`config.mk`:
```
export PLATFORM = sky130hd
export DESIGN_NAME = mem_port_arbiter
export DESIGN_NICKNAME = d
export VERILOG_FILES = /design/src/rtl/mem_port_arbiter_pkg.sv /design/src/rtl/mem_port_arbiter.sv
export SDC_FILE = /design/constraint.sdc
export NUM_CORES = 1
export LEC_CHECK = 0
export CORE_AREA = 2 2 108 110
export CTS_BUF_LIST = sky130_fd_sc_hd__clkbuf_8
export CTS_CLUSTER_SIZE = 10
export DETAILED_ROUTE_END_ITERATION = 8
export DIE_AREA = 0 0 110 112
export GPL_TIMING_DRIVEN = 0
export RECOVER_POWER = 50
export SETUP_SLACK_MARGIN = 0.15
export SLEW_MARGIN = 20
export SYNTH_ARGS = -nofsm -noshare
export SYNTH_HDL_FRONTEND = slang
export SYNTH_SLANG_ARGS = --single-unit
```
`constraint.sdc`:
```
create_clock -name clk -period 1.3 [get_ports clk]
set_input_delay 0.13 -clock clk [delete_from_list [all_inputs] [get_ports clk]]
set_output_delay 0.13 -clock clk [all_outputs]
set_load 0.01 [all_outputs]
```
`src/rtl/mem_port_arbiter_pkg.sv`:
```
// mem_port_arbiter_pkg: shared types and constants for the fetch/data memory port arbiter
package mem_port_arbiter_pkg;
    typedef enum logic [1:0] {
        IDLE    = 2'd0,
        WAIT_IF = 2'd1,
        WAIT_D  = 2'd2
    } arb_state_t;
    localparam logic [3:0] FETCH_BE = 4'hF;
endpackage

```
`src/rtl/mem_port_arbiter.sv`:
```
// mem_port_arbiter: shares one memory port between fetch and data, one transaction in flight,
// with bounded fetch starvation and redirect-killed fetch responses.
module mem_port_arbiter
    import mem_port_arbiter_pkg::*;
#(
    parameter int MAX_DATA_STREAK = 4
) (
    input  logic        clk,
    input  logic        resetn,
    input  logic        if_req,
    input  logic [31:0] if_addr,
    input  logic        if_kill,
    output logic        if_gnt,
    output logic        if_rvalid,
    output logic [31:0] if_rdata,
    output logic        pc_write,
    input  logic        d_req,
    input  logic        d_we,
    input  logic [31:0] d_addr,
    input  logic [31:0] d_wdata,
    input  logic [3:0]  d_be,
    output logic        d_gnt,
    output logic        d_rvalid,
    output logic [31:0] d_rdata,
    output logic        mem_req,
    output logic        mem_we,
    output logic [31:0] mem_addr,
    output logic [31:0] mem_wdata,
    output logic [3:0]  mem_be,
    input  logic        mem_rvalid,
    input  logic [31:0] mem_rdata
);
    localparam int SW = $clog2(MAX_DATA_STREAK + 1);
    localparam logic [SW-1:0] STREAK_MAX = SW'(MAX_DATA_STREAK);

    arb_state_t    state_q, state_d;
    logic [SW-1:0] streak_q, streak_d;
    logic          kill_pend_q, kill_pend_d;
    logic          idle, d_win, if_win, if_resp;

    always_comb begin
        // grants are held off while reset is asserted so every output reads 0
        idle        = resetn && (state_q == IDLE);
        d_win       = idle && d_req && (!if_req || streak_q < STREAK_MAX);
        if_win      = idle && if_req && !d_win;
        if_resp     = (state_q == WAIT_IF) && mem_rvalid;
        if_gnt      = if_win;
        d_gnt       = d_win;
        mem_req     = d_win || if_win;
        mem_we      = d_win && d_we;
        mem_addr    = d_win ? d_addr : (if_win ? if_addr : '0);
        mem_wdata   = d_win ? d_wdata : '0;
        mem_be      = d_win ? d_be : (if_win ? FETCH_BE : '0);
        if_rvalid   = if_resp && !kill_pend_q && !if_kill;
        pc_write    = if_rvalid;
        if_rdata    = if_rvalid ? mem_rdata : '0;
        d_rvalid    = (state_q == WAIT_D) && mem_rvalid;
        d_rdata     = d_rvalid ? mem_rdata : '0;
        state_d     = d_win ? WAIT_D : if_win ? WAIT_IF :
                      (state_q != IDLE && mem_rvalid) ? IDLE : state_q;
        streak_d    = d_win ? (if_req ? ((streak_q == STREAK_MAX) ? streak_q : streak_q + 1'b1) : '0) :
                      (if_win ? '0 : streak_q);
        kill_pend_d = if_resp ? 1'b0 : (kill_pend_q || ((if_win || state_q == WAIT_IF) && if_kill));
    end

    always_ff @(posedge clk or negedge resetn) begin
        if (!resetn) begin
            state_q     <= IDLE;
            streak_q    <= '0;
            kill_pend_q <= 1'b0;
        end else begin
            state_q     <= state_d;
            streak_q    <= streak_d;
            kill_pend_q <= kill_pend_d;
        end
    end
endmodule

```
==> run_results.csv <==
group,metric,value,unit
timing,slew_headroom,79.3,%
floorplan,die_h,112,um
detailed_routing,vias,2629,
clock_tree,cts_buffers,3,
detailed_routing,avgRoutedWirePerCell,14.6,um
final_layout,multi_input_area,1350,sq um
synth,post-synth-top-count-cell,"and2_1",
detailed_routing,dr.pass1.iters,3,
final_layout,utilization,47.0,%
timing,hold_ws,0.469,ns
setup_path,crit_chain,"nor3b_4 -> and3_1 -> buf_6 -> buf_4 -> buf_6 -> buf_6 -> a22o_1 -> buf_2",
synth,synth_edf_count,0,
synth,synthTopCellsByArea,"and2_1 44%, a22o_1 22%, dfrtp_1 11%",
clock_tree,cts_htree_levels,1,
synth,syn_nets,324,
setup_path,critPathMaxFanout,6,
timing,fmax,0.519,GHz
global_route,track_usage,14.2,%
placed_design,routabilityCongestion,0.751,
placed_design,port_buffers,277,
job,maxCapViolCount,0,
detailed_routing,ant_nets,0,
power,powerDensity,430,nW/um^2
detailed_routing,routed_wl,9590,um
placed_design,dpl.cell_count,603,
final_layout,finalInstanceArea,5260,sq um
detailed_routing,vias_per_cell,4.01,
placed_design,place_area,4500,sq um
synth,synthTopCellsByCount,"97 x and2_1, 34 x a22o_1, 6 x a21o_1, 6 x dfrtp_1",
floorplan,dieArea,12300,sq um
global_route,antenna_found_initial,0,
setup_path,cp_top_family,"buffers and inverters",
final_layout,seq_area,150,sq um
setup_path,cp_common_cell,"buf_6",
timing,worst_slack,-0.626,ns
setup_path,slowest_delay,0.40,ns
run_status,status,"finished, violations left",
floorplan,die_x,110,um
power,p_leak,2.59,nW
synth,ys_seq_elements,6,
setup_path,critical_path_required,1.17,ns
synth,ys_types,22,
power,ir_drop,451,uV
floorplan,initial_core_util,12.2,%
global_route,overflow,0,
clock_tree,clk_path_buf_depth,2,
setup_path,cp-end-kind,"output pin",
timing,hold_viol,0,
setup_path,cp_num_buf_inv,5,
synth,synthXorXnorAreaFrac,0,%
synth,synth_top_family_by_area,"simple AND/OR/NAND/NOR gates",
final_layout,n_fill_cell,1082,
synth,avgSynthCellArea,7.48,sq um
timing,skew,0.00172,ns
synth,ys_async_sr_fraction,100,%
timing,setup_violations,144,
clock_tree,clk_latency,0.22,ns
synth,synthCells,183,
synth,muxShareOfSynthArea,0.823,%
timing,period_needed,1.93,ns
final_layout,drive_above_1_share,60.0,%
synth,yosysWarnings,0,
final_layout,final_cells,656,
synth,synth_area,1370,sq um
placed_design,dp_hpwl,7630,um
synth,yosysSeqAreaShare,11.0,%
synth,synth_ff_type,"dfrtp_1",
floorplan,num_rows,39,
synth,yosys.area.top_type,"and2_1",
synth,synth_compound_area_share,26.1,%
global_route,grt_max_degree,12,
timing,maxSlewViolCount,0,
detailed_routing,drc,0,
synth,synthSimpleGateAreaFrac,49.9,%
setup_path,start_kind,"register",
clock_tree,path_clk_slew,0.04,ns
clock_tree,tritoncts,"yes",
setup_path,crit_slowest_cell,"dfrtp_1",
clock_tree,root_buffer,"clkbuf_8",
timing,worstMarginPinSlew,0.309,ns
setup_path,crit_arrival,1.80,ns
synth,synthAdderAreaFrac,1.83,%
final_layout,fin_nets,656,
timing,rsz0062_at_grt,"yes",
detailed_routing,drtIter0Drc,30,
setup_path,critical_path_class,"register to output pin",
global_route,first_global_vias,2712,
floorplan,core_area,11200,sq um
run_status,violations,"setup timing",
final_layout,area_growth,284,%
final_layout,antenna_cells,0,
clock_tree,cts.sinks,6,
timing,fin_crit_sh,148,%
synth,synth_top_cell_area_share,44.3,%
floorplan,ios,278,
global_route,grt_pass1_wl,13900,um
hold_path,hold_path_class,"input pin to asynchronous set/reset pin",
layout make-up:
cell class	instances	share of cell area, %
well taps	143	3.40
inverters	4	0.286
flip-flops and latches	6	2.86
repair buffers	327	62.3
clock buffers	3	0.785
plain buffers	19	4.78
multi-input cells	154	25.6
through the flow:
stage          setup WS, ns  power [mW]  setup TNS (ns)
2_1_floorplan       -0.0702       0.745           -3.24
3_3_place_gp          -1.17        1.65         -135.62
3_5_place_dp          -1.24        1.67         -140.74
4_1_cts              -0.654        2.07          -69.67
5_1_grt              -0.719        2.41          -78.34
6_report             -0.626        2.26          -68.04
metal layers:
| layer | global-route usage (%) | vias up | part of all wire, % |
|---|---|---|---|
| met5 | 0 | - | 0 |
| met4 | 0.928 | 0 | 0.50 |
| met3 | 4.63 | 4 | 12 |
| met2 | 29.2 | 167 | 56 |
| met1 | 13.7 | 1177 | 32 |
| li1 | - | 1281 | - |
worst reg2reg max path, stage by stage, from the launching register on:
cell and delay, ns:
dfrtp_1 0.40, nor3b_4 0.26, buf_4 0.15, buf_6 0.09, o21ai_4 0.06, buf_6 0.12, mux2_2 0.25
state kept, by name, summed over array words and instances (netlist names):
signal,cells
kill_pend_q,1
streak_q,3
state_q,2
path summary, 6_finish.rpt:
path                       slack [ns]  cells past startpoint         from           end
max in group asynchronous        0.60                      2       resetn   kill_pend_q
max                             -0.63                      8   state_q[1]  mem_addr[24]
max reg2reg                     -0.14                      6   state_q[1]   streak_q[0]
min reg2reg                      0.53                      1  kill_pend_q   kill_pend_q
min in group clk                 0.47                      3       if_req   streak_q[2]
min                              0.47                      2       resetn   streak_q[1]
cells by family (layout without fill, tap and decap cells):
group / count (synthesis) / count (layout)
adders and majority gates: 2 / 2
AOI/OAI and AO/OA: 42 / 42
muxes: 1 / 1
DFF: 6 / 6
and+or+nand+nor: 109 / 109
buffers and inverters: 23 / 353
timing repair:
item | in CTS | in global routing
endpoints found under the setup margin | 145 | 145
pin swaps | 27 | 26
endpoints found under the hold margin | 6 | 0
hold buffers | 1 | 0
buffers inserted | 25 | 11
gates resized for setup | 630 | 142
cloned | 11 | 2
power breakdown:
part | switching, mW | internal [mW] | total, mW
Combinational | 0.583 | 1.16 | 1.75
Clock | 0.0757 | 0.199 | 0.274
Sequential | 0.0224 | 0.216 | 0.239
cells in the final DEF (no fill, tap or decap), types with 6 or more instances in the layout:
| cell | netlist | final |
|---|---|---|
| and2_1 | 97 | 7 |
| buf_2 | 5 | 43 |
| and2_4 | 0 | 90 |
| buf_8 | 0 | 14 |
| buf_6 | 4 | 128 |
| dfrtp_1 | 6 | 6 |
| a22o_1 | 34 | 34 |
| buf_4 | 5 | 14 |
| clkdlybuf4s50_1 | 0 | 136 |
| a21o_1 | 6 | 6 |
Power figures use the tool's default switching activity.
